===== config.mk =====
export PLATFORM = sky130hd
export DESIGN_NAME = mul32_seq_ctrl
export DESIGN_NICKNAME = d
export VERILOG_FILES = /design/src/rtl/mul32_seq_pkg.sv /design/src/rtl/mul32_seq_ctrl_core.sv /design/src/rtl/mul32_seq_ctrl.sv
export SDC_FILE = /design/constraint.sdc
export NUM_CORES = 1
export LEC_CHECK = 0
export BUFFER_PORTS_ARGS = -buffer_cell sky130_fd_sc_hd__buf_4
export CORE_MARGIN = 2
export CORE_UTILIZATION = 40
export CTS_CLUSTER_SIZE = 30
export DETAILED_ROUTE_END_ITERATION = 7
export PLACE_DENSITY = 0.58
export RECOVER_POWER = 100
export SYNTH_ARGS = -nofsm -noshare
export SYNTH_HDL_FRONTEND = slang
export SYNTH_SLANG_ARGS = --single-unit
export TNS_END_PERCENT = 10

===== constraint.sdc =====
create_clock -name clk -period 18.08 [get_ports clk]
set_clock_uncertainty 0.15 [all_clocks]
set_input_delay 1.808 -clock clk [delete_from_list [all_inputs] [get_ports clk]]
set_output_delay 1.808 -clock clk [all_outputs]
set_load 0.01 [all_outputs]

===== src/rtl/mul32_seq_pkg.sv =====
// rtl/mul32_seq_pkg.sv - shared types, widths and step helpers for mul32_seq_ctrl
package mul32_seq_pkg;

  localparam int HALF_W = 16;
  localparam int PP_W   = 32;
  localparam int ACC_W  = 64;

  localparam logic [5:0] SHIFT_LL = 6'd0;
  localparam logic [5:0] SHIFT_HL = 6'd16;
  localparam logic [5:0] SHIFT_LH = 6'd16;
  localparam logic [5:0] SHIFT_HH = 6'd32;

  typedef enum logic [1:0] {
    IDLE,
    CALC,
    DONE
  } state_t;

  typedef enum logic [1:0] {
    STEP_LL = 2'd0,
    STEP_HL = 2'd1,
    STEP_LH = 2'd2,
    STEP_HH = 2'd3
  } step_t;

  // Left shift applied to a step's partial product before accumulation.
  function automatic logic [5:0] step_shift(input step_t s);
    case (s)
      STEP_LL: return SHIFT_LL;
      STEP_HL: return SHIFT_HL;
      STEP_LH: return SHIFT_LH;
      default: return SHIFT_HH;
    endcase
  endfunction

  // Lowest-numbered step present in a step mask (bit index == step_t value).
  function automatic step_t first_step(input logic [3:0] m);
    if (m[0]) return STEP_LL;
    if (m[1]) return STEP_HL;
    if (m[2]) return STEP_LH;
    return STEP_HH;
  endfunction

  // Mask of steps strictly after s in LL/HL/LH/HH order.
  function automatic logic [3:0] later_steps(input step_t s);
    return 4'b1110 << s;
  endfunction

endpackage


===== src/rtl/mul32_seq_ctrl_core.sv =====
// rtl/mul32_seq_ctrl_core.sv - combinational 16x16 unsigned multiplier core
module mul32_seq_ctrl_core
  import mul32_seq_pkg::*;
(
  input  logic [HALF_W-1:0] a,
  input  logic [HALF_W-1:0] b,
  output logic [PP_W-1:0]   p
);

  // Operands are zero-extended so the product is formed at full 32-bit width.
  assign p = {{(PP_W-HALF_W){1'b0}}, a} * {{(PP_W-HALF_W){1'b0}}, b};

endmodule


===== src/rtl/mul32_seq_ctrl.sv =====
// rtl/mul32_seq_ctrl.sv - sequential 32x32 multiplier over one 16x16 core; optional MUL32_SEQ_ZERO_SKIP_EN
module mul32_seq_ctrl
  import mul32_seq_pkg::*;
#(
  parameter int W = 32
) (
  input  logic           clk,
  input  logic           rst,
  input  logic           in_valid,
  output logic           in_ready,
  input  logic [W-1:0]   in_a,
  input  logic [W-1:0]   in_b,
  output logic           out_valid,
  input  logic           out_ready,
  output logic [2*W-1:0] out_p,
  output logic           busy
);

  if (W != 32) begin : g_bad_width
    $error("mul32_seq_ctrl: W must be 32, the core is a fixed 16x16 instance");
  end

  state_t             state_q, state_d;
  step_t              step_q, step_d;
  logic [W-1:0]       a_q, b_q;
  logic [ACC_W-1:0]   acc_q;
  logic               accept;
  logic               calc_en;
  logic [HALF_W-1:0]  core_a, core_b;
  logic [PP_W-1:0]    pp;
  logic [ACC_W-1:0]   pp_ext;

`ifdef MUL32_SEQ_ZERO_SKIP_EN
  logic [3:0]         mask_q, mask_d;
  logic [3:0]         remaining;
`endif

  // Core halves are selected from the latched operands only, so input changes after accept are harmless.
  always_comb begin
    core_a = (step_q == STEP_HL || step_q == STEP_HH) ? a_q[31:16] : a_q[15:0];
    core_b = (step_q == STEP_LH || step_q == STEP_HH) ? b_q[31:16] : b_q[15:0];
    pp_ext = {{(ACC_W-PP_W){1'b0}}, pp} << step_shift(step_q);
  end

  mul32_seq_ctrl_core wallace_16 (
    .a (core_a),
    .b (core_b),
    .p (pp)
  );

  // Next-state, step sequencing and handshake outputs.
  always_comb begin
    state_d   = state_q;
    step_d    = step_q;
    accept    = 1'b0;
    calc_en   = 1'b0;
    in_ready  = 1'b0;
    out_valid = 1'b0;
`ifdef MUL32_SEQ_ZERO_SKIP_EN
    mask_d    = mask_q;
    remaining = '0;
`endif
    case (state_q)
      IDLE: begin
        in_ready = !rst;
        if (in_valid && !rst) begin
          accept = 1'b1;
`ifdef MUL32_SEQ_ZERO_SKIP_EN
          // A step contributes nothing when either of its operand halves is zero.
          mask_d[STEP_LL] = (in_a[15:0]  != '0) && (in_b[15:0]  != '0);
          mask_d[STEP_HL] = (in_a[31:16] != '0) && (in_b[15:0]  != '0);
          mask_d[STEP_LH] = (in_a[15:0]  != '0) && (in_b[31:16] != '0);
          mask_d[STEP_HH] = (in_a[31:16] != '0) && (in_b[31:16] != '0);
          step_d  = first_step(mask_d);
          state_d = (mask_d == '0) ? DONE : CALC;
`else
          step_d  = STEP_LL;
          state_d = CALC;
`endif
        end
      end
      CALC: begin
        calc_en = 1'b1;
`ifdef MUL32_SEQ_ZERO_SKIP_EN
        remaining = mask_q & later_steps(step_q);
        if (remaining == '0) begin
          state_d = DONE;
        end else begin
          step_d = first_step(remaining);
        end
`else
        if (step_q == STEP_HH) begin
          state_d = DONE;
        end else begin
          step_d = step_t'(step_q + 2'd1);
        end
`endif
      end
      DONE: begin
        out_valid = 1'b1;
        if (out_ready) begin
          state_d = IDLE;
        end
      end
      default: state_d = IDLE;
    endcase
  end

  // FSM state and step register.
  always_ff @(posedge clk) begin
    if (rst) begin
      state_q <= IDLE;
      step_q  <= STEP_LL;
`ifdef MUL32_SEQ_ZERO_SKIP_EN
      mask_q  <= '0;
`endif
    end else begin
      state_q <= state_d;
      step_q  <= step_d;
`ifdef MUL32_SEQ_ZERO_SKIP_EN
      mask_q  <= mask_d;
`endif
    end
  end

  // Operand capture and shifted partial-product accumulation; carry out of bit 63 is dropped.
  always_ff @(posedge clk) begin
    if (rst) begin
      a_q   <= '0;
      b_q   <= '0;
      acc_q <= '0;
    end else if (accept) begin
      a_q   <= in_a;
      b_q   <= in_b;
      acc_q <= '0;
    end else if (calc_en) begin
      acc_q <= acc_q + pp_ext;
    end
  end

  assign out_p = acc_q;
  assign busy  = (state_q != IDLE);

endmodule


## After elaboration in Yosys (flattened, before gate mapping)

Cells that the tools add are included.

- Register bits after elaboration: 132
- Bits in latches: 0
- Memory bits (writable): 0
- ROM bits: 0
- Memories: 0

- $add $sub $neg: 2
- Multiply operators: 1
- Div/mod/pow operators: 0
- Magnitude comparators: 0
- Eq/ne operators: 9
- Shift-type cells: 1
- Mux-type cells: 15
- Bitwise logic cells: 0
- Reduce and logical (&&, ||, !) cells: 12

Operators with widths:

| kind | count |
|---|---|
| adder 64 bit | 1 |
| left shift 32 x 6 -> 64 bit | 1 |
| multiplier 16 x 16 -> 32 bit | 1 |
| two-way mux 16 bit | 2 |
| one-hot mux 6 bit (2 select lines) | 1 |
| two-way mux 2 bit | 5 |
| != test 2 bit (second input constant) | 4 |
| equality test 2 bit (second input constant) | 3 |
| one-hot mux 2 bit (3 select lines) | 1 |
| AND reduction 3 bit | 2 |
| two-way mux 1 bit | 5 |
| equality test 2 x 1 -> 1 bit (second input constant) | 2 |
| zero test 2 bit | 2 |
| one-hot mux 2 bit (2 select lines) | 1 |
| nonzero test 2 bit | 2 |
| OR reduction 2 bit | 2 |
| adder 2 x 1 -> 2 bit (second input constant) | 1 |
| logical OR 1 bit | 2 |
| logical AND 1 bit | 1 |
| zero test 1 bit | 1 |

## Logic depth before layout (Yosys ltp)

Gate-level depths: netlist of the first run.

- Depth in word-level cells: 6
- Gate-level depth with buffers: 42
- Gate-level depth less buffers: 39

## Hierarchy

A second synthesis of the first run with hierarchy kept.

- Cells, all modules: 2296
- Area, all modules: 18260.0 um^2

By module, submodules not included:

| module | instances | cells an instance | area an instance (um^2) |
|---|---|---|---|
| mul32_seq_ctrl | 1 | 1298 | 9666.8 |
| mul32_seq_ctrl_core | 1 | 998 | 8593.2 |

## Worst setup path after synthesis of the first run

OpenSTA, ideal clock, no wires.

- Path kind: reg2reg
- Start point: register step_q[0]
- End point: register acc_q[60], in the netlist out_p[60]
- Library setup time: 120 ps
- Data arrival time: 10000 ps
- Data required time: 17810 ps
- Setup slack: 7811 ps
- Cell stages (with the launch flop): 42
- Buffers on the path: 5
- Clock period less this slack: 10269 ps
- Cell sequence: dfxtp_1 ha_1 clkbuf_1 nor2_1 clkbuf_1 buf_1 mux2i_1 nor2_1 fa_1 inv_1 fa_1 fa_1 inv_1 fa_1 fa_1 inv_1 fa_1 inv_1 [6 not listed] o41ai_1 a21o_1 a21oi_1 xor2_1 mux2_2 nor2_1 ha_1 clkbuf_1 and3_1 and3_1 and2_1 o311ai_0 a2111oi_2 o31ai_1 nor2_1 nand2_1 and4_1 a211o_1

- Word-level cells in the longest chain between the ends: 6
- Elaborated cells on any way between the ends: 13
- Classes of those cells: add/sub (1); mul (1); eq/ne (3); shift (1); mux (3); reduce/logical (4)

RTL lines:

| item | line | RTL |
|---|---|---|
| start: declaration | mul32_seq_ctrl.sv:24 | `step_t step_q, step_d;` |
| start signal: assignment | mul32_seq_ctrl.sv:119 | `step_q <= step_d;` |
| equality test 2 x 1 -> 1 bit, or another cell as far along | mul32_seq_pkg.sv:28, mul32_seq_ctrl.sv:40 |  |
| logical OR 1 bit (on tied branches) | mul32_seq_ctrl.sv:40, mul32_seq_ctrl.sv:41 |  |
| two-way mux 16 bit (on tied branches) | mul32_seq_ctrl.sv:40, mul32_seq_ctrl.sv:41 |  |
| multiplier 16 x 16 -> 32 bit | mul32_seq_ctrl_core.sv:11 | `assign p = {{(PP_W-HALF_W){1'b0}}, a} * {{(PP_W-HALF_W){1'b0}}, b};` |
| left shift 32 x 6 -> 64 bit * | mul32_seq_ctrl.sv:42 | `pp_ext = {{(ACC_W-PP_W){1'b0}}, pp} << step_shift(step_q);` |
| adder 64 bit * | mul32_seq_ctrl.sv:137 | `acc_q <= acc_q + pp_ext;` |
| end signal: assignment | mul32_seq_ctrl.sv:137 |  |
| end: declaration | mul32_seq_ctrl.sv:26 | `logic [ACC_W-1:0] acc_q;` |

Mark *: on every way between the ends. The rest lies on a longest branch, timed or not.
A chain may end at the register's enable or synchronous reset.

## Worst setup path after layout of the first run

- Start point: register step_q[1]
- End point: register acc_q[60], in the netlist out_p[60]

The elaborated chain is that of the path after synthesis.

==> results by stage, run 1 <==
Placement:
- Once detailed placement completed, the half-perimeter wirelength came to 47.7 mm.
- At the end of routability-driven placement, the weighted congestion stood at 0.938.
- The number of I/O port buffers is 134.

CTS:
- The clock tree from TritonCTS is yes.
- The number of levels in the clock H-tree is 4.
- Counting the buffers created by CTS gives 17.
- CTS saw 132 sinks.
- For this design, the CTS-stage hold fixing added 0 buffers.
- The number of post-CTS setup repair buffers is 0.
- The maximum clock insertion buffer count is 2.
- The number of gates given a new drive strength after cts is 0.
- The clock tree root driver cell is sky130_fd_sc_hd__clkbuf_16.
- The clock transition at the registers of the reported paths is 0.06 ns.
- Clock latency on the worst-skew pair, taken at its later pin, is 0.46 ns.

Synthesis:
- The flip-flop cell with the highest count after synthesis is sky130_fd_sc_hd__dfxtp_1.
- By area the synthesized netlist is led by sky130_fd_sc_hd__fa_1, sky130_fd_sc_hd__dfxtp_1, sky130_fd_sc_hd__ha_1.
- The count of flip-flops with a built-in enable after synthesis is 0.
- The synthesized-area fraction occupied by ao, oa, aoi and oai cells is 0.165.
- The cell count after synthesis came out at 2311.
- Synthesis produced a netlist with a net count of 2744.
- The post-synth design cell area is 18200 um^2.
- Summed over all instances, the cell type with the most area after synthesis is sky130_fd_sc_hd__fa_1.
- Synthesis instantiated 79 different standard cells from the library.
- The post-synthesis share of cell area spent on and, or, nand and nor gates is 0.201.
- Of the total synthesized cell area, the portion taken by full adders, half adders and majority gates is 0.331.
- The synthesized flop and latch total is 132.
- Of the total synthesized cell area, the portion taken by XOR and XNOR cells is 0.0356.
- The post-synthesis mux area share is 0.0435.
- The post-synthesis async set-or-reset flop share is 0.
- The average instance area after synthesis is 7.88 um^2.
- After synthesis, the largest family of logic cells by area is adder cells.
- The synthesis warning total is 0.
- The share of synthesized area in the top cell type comes to 0.214.
- For this run, the register share of the synthesized area comes to 0.145.

Critical path:
- The data arrival time at the worst-slack endpoint is 14.50 ns.
- The biggest fanout along the worst timing path is 32.
- The startpoint class of the critical path is a flop.
- The data required time of the critical path is 18.28 ns.
- The register-to-register setup slack is 3.78 ns.
- The critical path endpoint category is a flop.
- The cell at the slowest stage of the critical path is sky130_fd_sc_hd__nor2_1.
- The category of the most critical setup path is flop to flop.
- The critical path's largest stage delay is 2.31 ns.
- By instance count, the cell type seen most on the critical path is sky130_fd_sc_hd__fa_1.

STA:
- Setup repair after global routing left no endpoint under its margin.
- Based on the critical path, the design can be clocked at up to 69.9 MHz.
- The count of final max-slew check failures is 204.
- The final critical delay including setup and external delays is 14.30 ns.
- Dividing the final minimum period by the clock period gives 0.791.
- The setup TNS is 0 ns.
- The relative slew slack is -1.59.
- Setup violations remaining at the end of the flow were counted as 0.
- The transition time of the tightest slew-check pin is 3.89 ns.
- The total count of hold-check failures in the final report is 0.

Floorplanning:
- The total die area is 47300 um^2.
- The number of I/O pins is 135.
- The floorplan has 78 rows.
- From left edge to right edge, the die measures 217 um.
- The floorplan step defined a core boundary enclosing 45200 um^2.
- The height of the chip is 217 um.
- For this configuration, the core starts out at a cell density of 0.403.

Route:
- Across all layers, the routed design uses 16300 vias.
- The routed length per placed instance is 19.8 um.
- The first routing iteration left 1219 violations.
- Using the TritonRoute via totals, the vias-per-cell ratio works out to 5.49.
- The first detailed-routing pass took 5 iterations.
- Summed over all layers, the routed wires come to 59.1 mm.
- The post-detailed-route count of antenna-violating nets is 0.
- The remaining design rule violation count is 0.

Power:
- The peak supply drop is 0.0000546 V.
- For this design the static power due to leakage is 9.48 nW.
- Dividing total power by cell area gives a power density of 59.1 nW/um^2.

Global route:
- The number of antenna violations at the first check in global routing came to 0.
- The total overflow left after global routing is 0.
- The largest net degree at the start of global routing is 115.
- The number of global-route vias before repair was 16400.
- The overall fraction of global-route tracks in use is 0.256.
- The first global-routing pass estimated 93.3 mm of wire.

Layout:
- The number of fillers in the final layout is 4607.
- The fraction of the core area covered by cells at the end of the flow is 0.442.
- Leaving out fill and tap cells, the most frequent cell in the layout is sky130_fd_sc_hd__nand2_1.
- Compared with the post-synthesis result, the final layout area differs by 9.64%.
- In the final design database the tool counted 2798 nets.
- Of the cells placed in the final design, the portion with a size suffix greater than 1 is 0.0711.
- The library cells used most frequently in the layout, excluding fill and tap cells, are sky130_fd_sc_hd__nand2_1, sky130_fd_sc_hd__inv_1, sky130_fd_sc_hd__nor2_1.

Status:
- The checks that failed: capacitance limit, slew limit.
- The run finished, with violations left.

Flow run:
- The total of max-cap violations is 3.

Min path:
- The type of the worst min-delay path is flop to flop.
==> Yosys cell counts, types with 29 or more instances <==
cell type                  count
sky130_fd_sc_hd__a21o_1       65
sky130_fd_sc_hd__a21oi_1     140
sky130_fd_sc_hd__clkbuf_1     92
sky130_fd_sc_hd__dfxtp_1     132
sky130_fd_sc_hd__fa_1        195
sky130_fd_sc_hd__ha_1        170
sky130_fd_sc_hd__inv_1       266
sky130_fd_sc_hd__mux2_2       34
sky130_fd_sc_hd__mux2i_1      41
sky130_fd_sc_hd__nand2_1     347
sky130_fd_sc_hd__nand2b_1     78
sky130_fd_sc_hd__nand3_1      36
sky130_fd_sc_hd__nor2_1      207
sky130_fd_sc_hd__o21ai_0     130
sky130_fd_sc_hd__xnor2_1      45
sky130_fd_sc_hd__xor2_1       29
==> critical path: cells and delay by family (launching register included) <==
kind                       cells  cell delay [ns]
muxes                          2             1.14
xor gates and xnor gates       1             0.36
AOI/OAI and AO/OA             10             3.05
and+or+nand+nor               10             4.33
adders and majority gates      9             3.98
buffers and inverters          5             0.77
DFF                            1             0.34
==> routing by layer <==
metal / routed length (um) / track usage
met5: 0 / 0
met1: 26300 / 0.343
met2: 26700 / 0.406
met3: 3740 / 0.0502
met4: 2330 / 0.105
==> where the power goes <==
| group | leakage, nW | internal (W) | switching [W] |
|---|---|---|---|
| clock | 0.301 | 0.000220 | 0.000152 |
| combinational | 8.10 | 0.000168 | 0.000315 |
| sequential | 1.08 | 0.000309 | 0.0000166 |
| total | 9.48 | 0.000697 | 0.000484 |
==> layout make-up <==
cell class / count / area (um^2) / area share
antenna: 1 / 2.50 / 0.000125
clock buffer: 17 / 425 / 0.0213
sequential: 132 / 2640 / 0.132
tap: 600 / 751 / 0.0376
multi-input combinational: 1800 / 14100 / 0.707
clock inverter: 15 / 196 / 0.00984
inverter: 266 / 998 / 0.0500
timing repair buffer: 148 / 845 / 0.0423
==> final timing paths <==
path | startpoint | end | depth (start not counted)
setup reg to reg | step_q[1] | out_p[60] | 37
hold / removal | out_p[15] | out_p[15] | 2
hold reg to reg | out_p[15] | out_p[15] | 2
setup / recovery | step_q[1] | out_p[60] | 37
==> state kept, by name, indices dropped and copies added (netlist names) <==
name     count
out_p       64
step_q       2
a_q         32
b_q         32
state_q      2
==> kinds of logic (layout without fill, tap and decap cells) <==
family                   count (synthesis)  count (layout)
other                                    0               1
buffers and inverters                  379             446
multiplexers                            75              75
AO/OA/AOI/OAI                          476             476
XOR/XNOR                                74              74
adder cells (fa/ha/maj)                365             365
AND/OR/NAND/NOR                        810             810
flip-flops                             132             132
==> per-stage QoR <==
stage | instance area (um^2) | std cells | total power, W | setup WS, ns | hold WS [ns]
final | 20000 | 2979 | 0.00118 | 3.78 | 0.331
after global routing | 20000 | 2978 | 0.00125 | 2.81 | 0.359
after CTS | 20300 | 2978 | 0.00119 | 5.89 | 0.333
after detailed placement | 19700 | 2946 | 0.000811 | 5.93 | 0.316
after global placement | 19700 | 2946 | 0.000810 | 5.98 | 0.312
after floorplan | 18200 | 2311 | 0.000651 | 7.81 | 0.296
Power figures use the tool's default switching activity.
==> inputs of run 2 (changes only) <==
--- a/config.mk
+++ b/config.mk
@@ -5,12 +5,13 @@
 export SDC_FILE = /design/constraint.sdc
 export NUM_CORES = 1
 export LEC_CHECK = 0
+export ABC_AREA = 1
 export BUFFER_PORTS_ARGS = -buffer_cell sky130_fd_sc_hd__buf_4
 export CORE_MARGIN = 2
 export CORE_UTILIZATION = 40
 export CTS_CLUSTER_SIZE = 30
 export DETAILED_ROUTE_END_ITERATION = 7
-export PLACE_DENSITY = 0.58
+export PLACE_DENSITY = 0.6
 export RECOVER_POWER = 100
 export SYNTH_ARGS = -nofsm -noshare
 export SYNTH_HDL_FRONTEND = slang
==> constraint.sdc (replaced) <==
create_clock -name clk -period 11.7 [get_ports clk]
set_clock_uncertainty 0.15 [all_clocks]
set_input_delay 1.17 -clock clk [delete_from_list [all_inputs] [get_ports clk]]
set_output_delay 1.17 -clock clk [all_outputs]
set_load 0.01 [all_outputs]
==> run 2 against run 1 <==
Net effect: the run still ends with capacitance limit, slew limit left; utilization up 0.47 points; synthesized area up 2.9%; routed wire length up 12%; clock-buffer cell count up 4; global-route usage up 2.7 points; critical path type unchanged.
==> results by stage, run 2 <==
STA:
- The relative slew slack is -1.07 (+0.518).
- The count of final max-slew check failures is 191 (-6.4%).
- The setup TNS came to 0 ns (unchanged).
- The worst setup margin is 0.999 ns (-2.78 ns).
- The total count of hold-check failures in the final report is 0 (unchanged).
- The setup-violating endpoint count in the final report was 0 (unchanged).
- Setup repair after global routing left no endpoint under its margin.
- The final critical delay including setup and external delays came to 10.70 ns (-3.60 ns).
- The highest achievable clock rate is 93.4 MHz (+34%).
- The final period utilization is 0.915 (+0.124).
- The transition time of the tightest slew-check pin is 3.11 ns (-0.776 ns).

CTS:
- The clock tree root driver cell is sky130_fd_sc_hd__clkbuf_16.
- The clock transition at the registers of the reported paths is 0.06 ns (about the same).
- The maximum clock insertion buffer count is 2 (unchanged).
- The number of clock buffers inserted by TritonCTS is 17 (unchanged).
- The clock insertion delay at the later pin of the skew report is 0.47 ns (about the same).
- The number of levels in the clock H-tree came to 4 (unchanged).
- The clock tree from TritonCTS is yes.
- The number of gates given a new drive strength after cts came to 0 (unchanged).
- The quantity of hold-fixing buffers added after cts was 0 (unchanged).
- The number of post-CTS setup repair buffers is 0 (unchanged).
- The clock sink count is 132 (unchanged).

Route:
- The post-detailed-route count of antenna-violating nets was 0 (unchanged).
- The detailed-route via count is 18100 (+11%).
- The number of iterations in the first detailed-routing pass came to 6 (+1).
- The number of DRC violations after detailed-routing iteration 0 is 1081 (-11%).
- The routed length per placed instance is 19.0 um (-4.5%).
- The per-cell via count in the routed design is 5.19 (-5.4%).
- The remaining design rule violation count is 0 (unchanged).
- The final routed wirelength across all metal layers is 66.1 mm (+12%).

Power:
- The combinational share of power is 0.470 (+0.061).
- The power per unit of standard cell area is 101 nW/um^2 (+71%).
- The standby leakage power is 10.4 nW (+10%).
- The power consumption is 0.00209 W (+77%).
- The net load switching power is 0.000926 W (+91%).
- The clock group share of total power is 0.284 (-0.031).
- The internal portion of total power is 0.00116 W (+67%).
- The peak supply drop was 0.000136 V (+150%).
- The switching share of power came to 0.443 (+0.0335).
- The fraction of power consumed by sequential logic is 0.246 (-0.030).

Global route:
- The overall fraction of global-route tracks in use is 0.283 (+0.0267).
- The residual overflow from global routing is 0 (unchanged).
- The largest net degree at the start of global routing came to 72 (-37%).
- The wire length of the first global-routing pass came to 104 mm (+11%).
- The number of antenna violations at the first check in global routing is 0 (unchanged).
- The number of global-route vias before repair was 18700 (+14%).

Critical path:
- The critical path's largest stage delay is 1.01 ns (-1.30 ns).
- The endpoint identified for the worst register-to-register timing path is out_p[42].
- The category of the most critical setup path is flop to flop.
- The cell count of the worst reg-to-reg path is 37 (unchanged).
- The biggest fanout along the worst timing path is 32 (unchanged).
- The worst setup path is launched from a flop.
- In this design, the largest share of critical-path delay is due to adder cells.
- In this design, the critical path's most frequently occurring cell is sky130_fd_sc_hd__nand2_1.
- The register-to-register setup slack is 1.0 ns (-2.78 ns).
- The worst register-to-register path begins at step_q[0].
- The critical path endpoint category is a flop.
- The number of stages on the worst setup path is 37 (unchanged).
- The cell at the slowest stage of the critical path is sky130_fd_sc_hd__o21ai_0.
- The data arrival time at the worst-slack endpoint is 10.89 ns (-3.61 ns).
- The buffers plus inverters on the worst setup path is 5 (unchanged).
- The data required time of the critical path is 11.89 ns (-6.39 ns).

Synthesis:
- The post-synthesis cell type with the largest combined area is sky130_fd_sc_hd__fa_1.
- The fraction of synthesized cell area taken by the top area cell type was 0.208 (-0.00598).
- The count of flip-flops with a built-in enable after synthesis is 0 (unchanged).
- In the post-synthesis netlist, the biggest area contributors are sky130_fd_sc_hd__fa_1, sky130_fd_sc_hd__dfxtp_1, sky130_fd_sc_hd__nand2_1.
- The post-synth design cell area is 18700 um^2 (+2.9%).
- In the synthesized netlist the dominant register cell turns out to be sky130_fd_sc_hd__dfxtp_1.
- The post-synthesis async set-or-reset flop share is 0 (unchanged).
- The count of different cell masters after synthesis is 52 (-34%).
- The net count of the mapped netlist is 3192 (+16%).
- The gate count of the mapped netlist was 2759 (+19%).
- The average instance area after synthesis is 6.79 um^2 (-14%).
- After synthesis, the most frequently instantiated cells are sky130_fd_sc_hd__nand2_1, sky130_fd_sc_hd__inv_1, sky130_fd_sc_hd__nor2_1.
- The sequential element share of the synthesized area is 0.141 (-0.00405).
- The synthesized flop and latch total is 132 (unchanged).
- The synthesis warning total came to 0 (unchanged).
- Yosys instantiated no cell more often than sky130_fd_sc_hd__nand2_1.

Layout:
- The fraction of the core area covered by cells at the end of the flow was 0.447 (+0.00467).
- Leaving out fill and tap cells, the most frequent cells in the layout are sky130_fd_sc_hd__nand2_1, sky130_fd_sc_hd__inv_1, sky130_fd_sc_hd__nor2_1.
- The library cell used most frequently in the layout, excluding fill and tap cells, is sky130_fd_sc_hd__nand2_1.
- The combined area of the multi-input logic cells is 13700 um^2 (-3.1%).
- The fraction of layout cells with a size suffix above 1 is 0.0602 (-0.0109).
- The register area is 2640 um^2 (unchanged).
- The number of flip-flops under the largest register name is 64 (unchanged).
- The number of fillers in the final layout was 4895 (+6.3%).
- Relative to the synthesized area, the layout overhead comes to 10.5%.
- The net count reported at finish is 3296 (+18%).

Floorplanning:
- The height of the chip is 220 um (+1.4%).
- The horizontal die dimension is 220 um (+1.4%).
- The initial cell density of the core was 0.404 (+0.00109).
- The number of I/O pins came to 135 (unchanged).
- The total die area came to 48600 um^2 (+2.8%).
- The site row count came to 79 (+1.3%).
- The area of the core was 46400 um^2 (+2.6%).

Placement:
- The post-placement setup slack is 1.51 ns (-4.43 ns).
- The total half-perimeter wirelength after legalization and detailed placement is 55.9 mm (+17%).
- The number of I/O port buffers came to 134 (unchanged).
- The placer congestion estimate is 0.980 (+4.5%).

Min path:
- The worst hold path depth was 1 (-1).
- The tightest min-delay check is of the flop to flop type.
- The endpoint of the worst hold-timing path is a_q[5].
- The worst hold path begins at a_q[5].

Flow run:
- The total of max-cap violations is 4 (+1).

Status:
- The final reports fail on capacitance limit, slew limit.
- The flow ran to the end, but the final reports show violations.
-- run 2: per-stage QoR --
step | cells | instance area (um^2) | hold WS (ns)
final | 3484 | 20700 | 0.325
after floorplan | 2759 | 18700 | 0.293
after detailed placement | 3451 | 20400 | 0.306
after global placement | 3451 | 20400 | 0.309
after global routing | 3483 | 20700 | 0.341
after CTS | 3483 | 21000 | 0.326
-- run 2: cell type report --
cell class | count | share of cell area
diodes | 1 | 0.000121
clock buffers | 21 | 0.0218
clock inverters | 11 | 0.00852
inverters | 550 | 0.0997
multi-input cells | 2001 | 0.660
flip-flops and latches | 132 | 0.128
well taps | 607 | 0.0367
repair buffers | 161 | 0.0455
-- run 2: cells by family after synthesis --
kind of cell | Yosys count | share of synthesized area
buffers and inverters | 626 | 0.127
AND/OR/NAND/NOR | 1160 | 0.249
XOR/XNOR | 56 | 0.0262
AO/OA/AOI/OAI | 419 | 0.134
adder cells (fa/ha/maj) | 365 | 0.322
flip-flops | 132 | 0.141
multiplexers | 1 | 0.000534
-- run 2: worst max path at each step --
stage                     startpoint  slack (ns)         to
after detailed placement   step_q[0]        1.51  out_p[44]
final                      step_q[0]         1.0  out_p[42]
after global placement     step_q[0]        1.45  out_p[60]
after floorplan            step_q[1]        3.91  out_p[42]
after global routing       step_q[0]        0.37  out_p[63]
after CTS                  step_q[0]        1.46  out_p[60]
-- run 2: power by group through the flow --
stage | sequential (W) | combinational, W | clock [W]
after floorplan | 0.000519 | 0.000632 | 0
after global placement | 0.000524 | 0.000978 | 0
after detailed placement | 0.000524 | 0.000980 | 0
after CTS | 0.000515 | 0.000991 | 0.000603
after global routing | 0.000518 | 0.00109 | 0.000616
final | 0.000514 | 0.000981 | 0.000593
-- run 2: routing by layer --
layer	up-vias	wire, um	GRT usage
li1	8745	-	-
met1	8649	27100	0.337
met2	548	32600	0.501
met3	136	3000	0.0382
met4	0	3380	0.135
met5	-	0	0
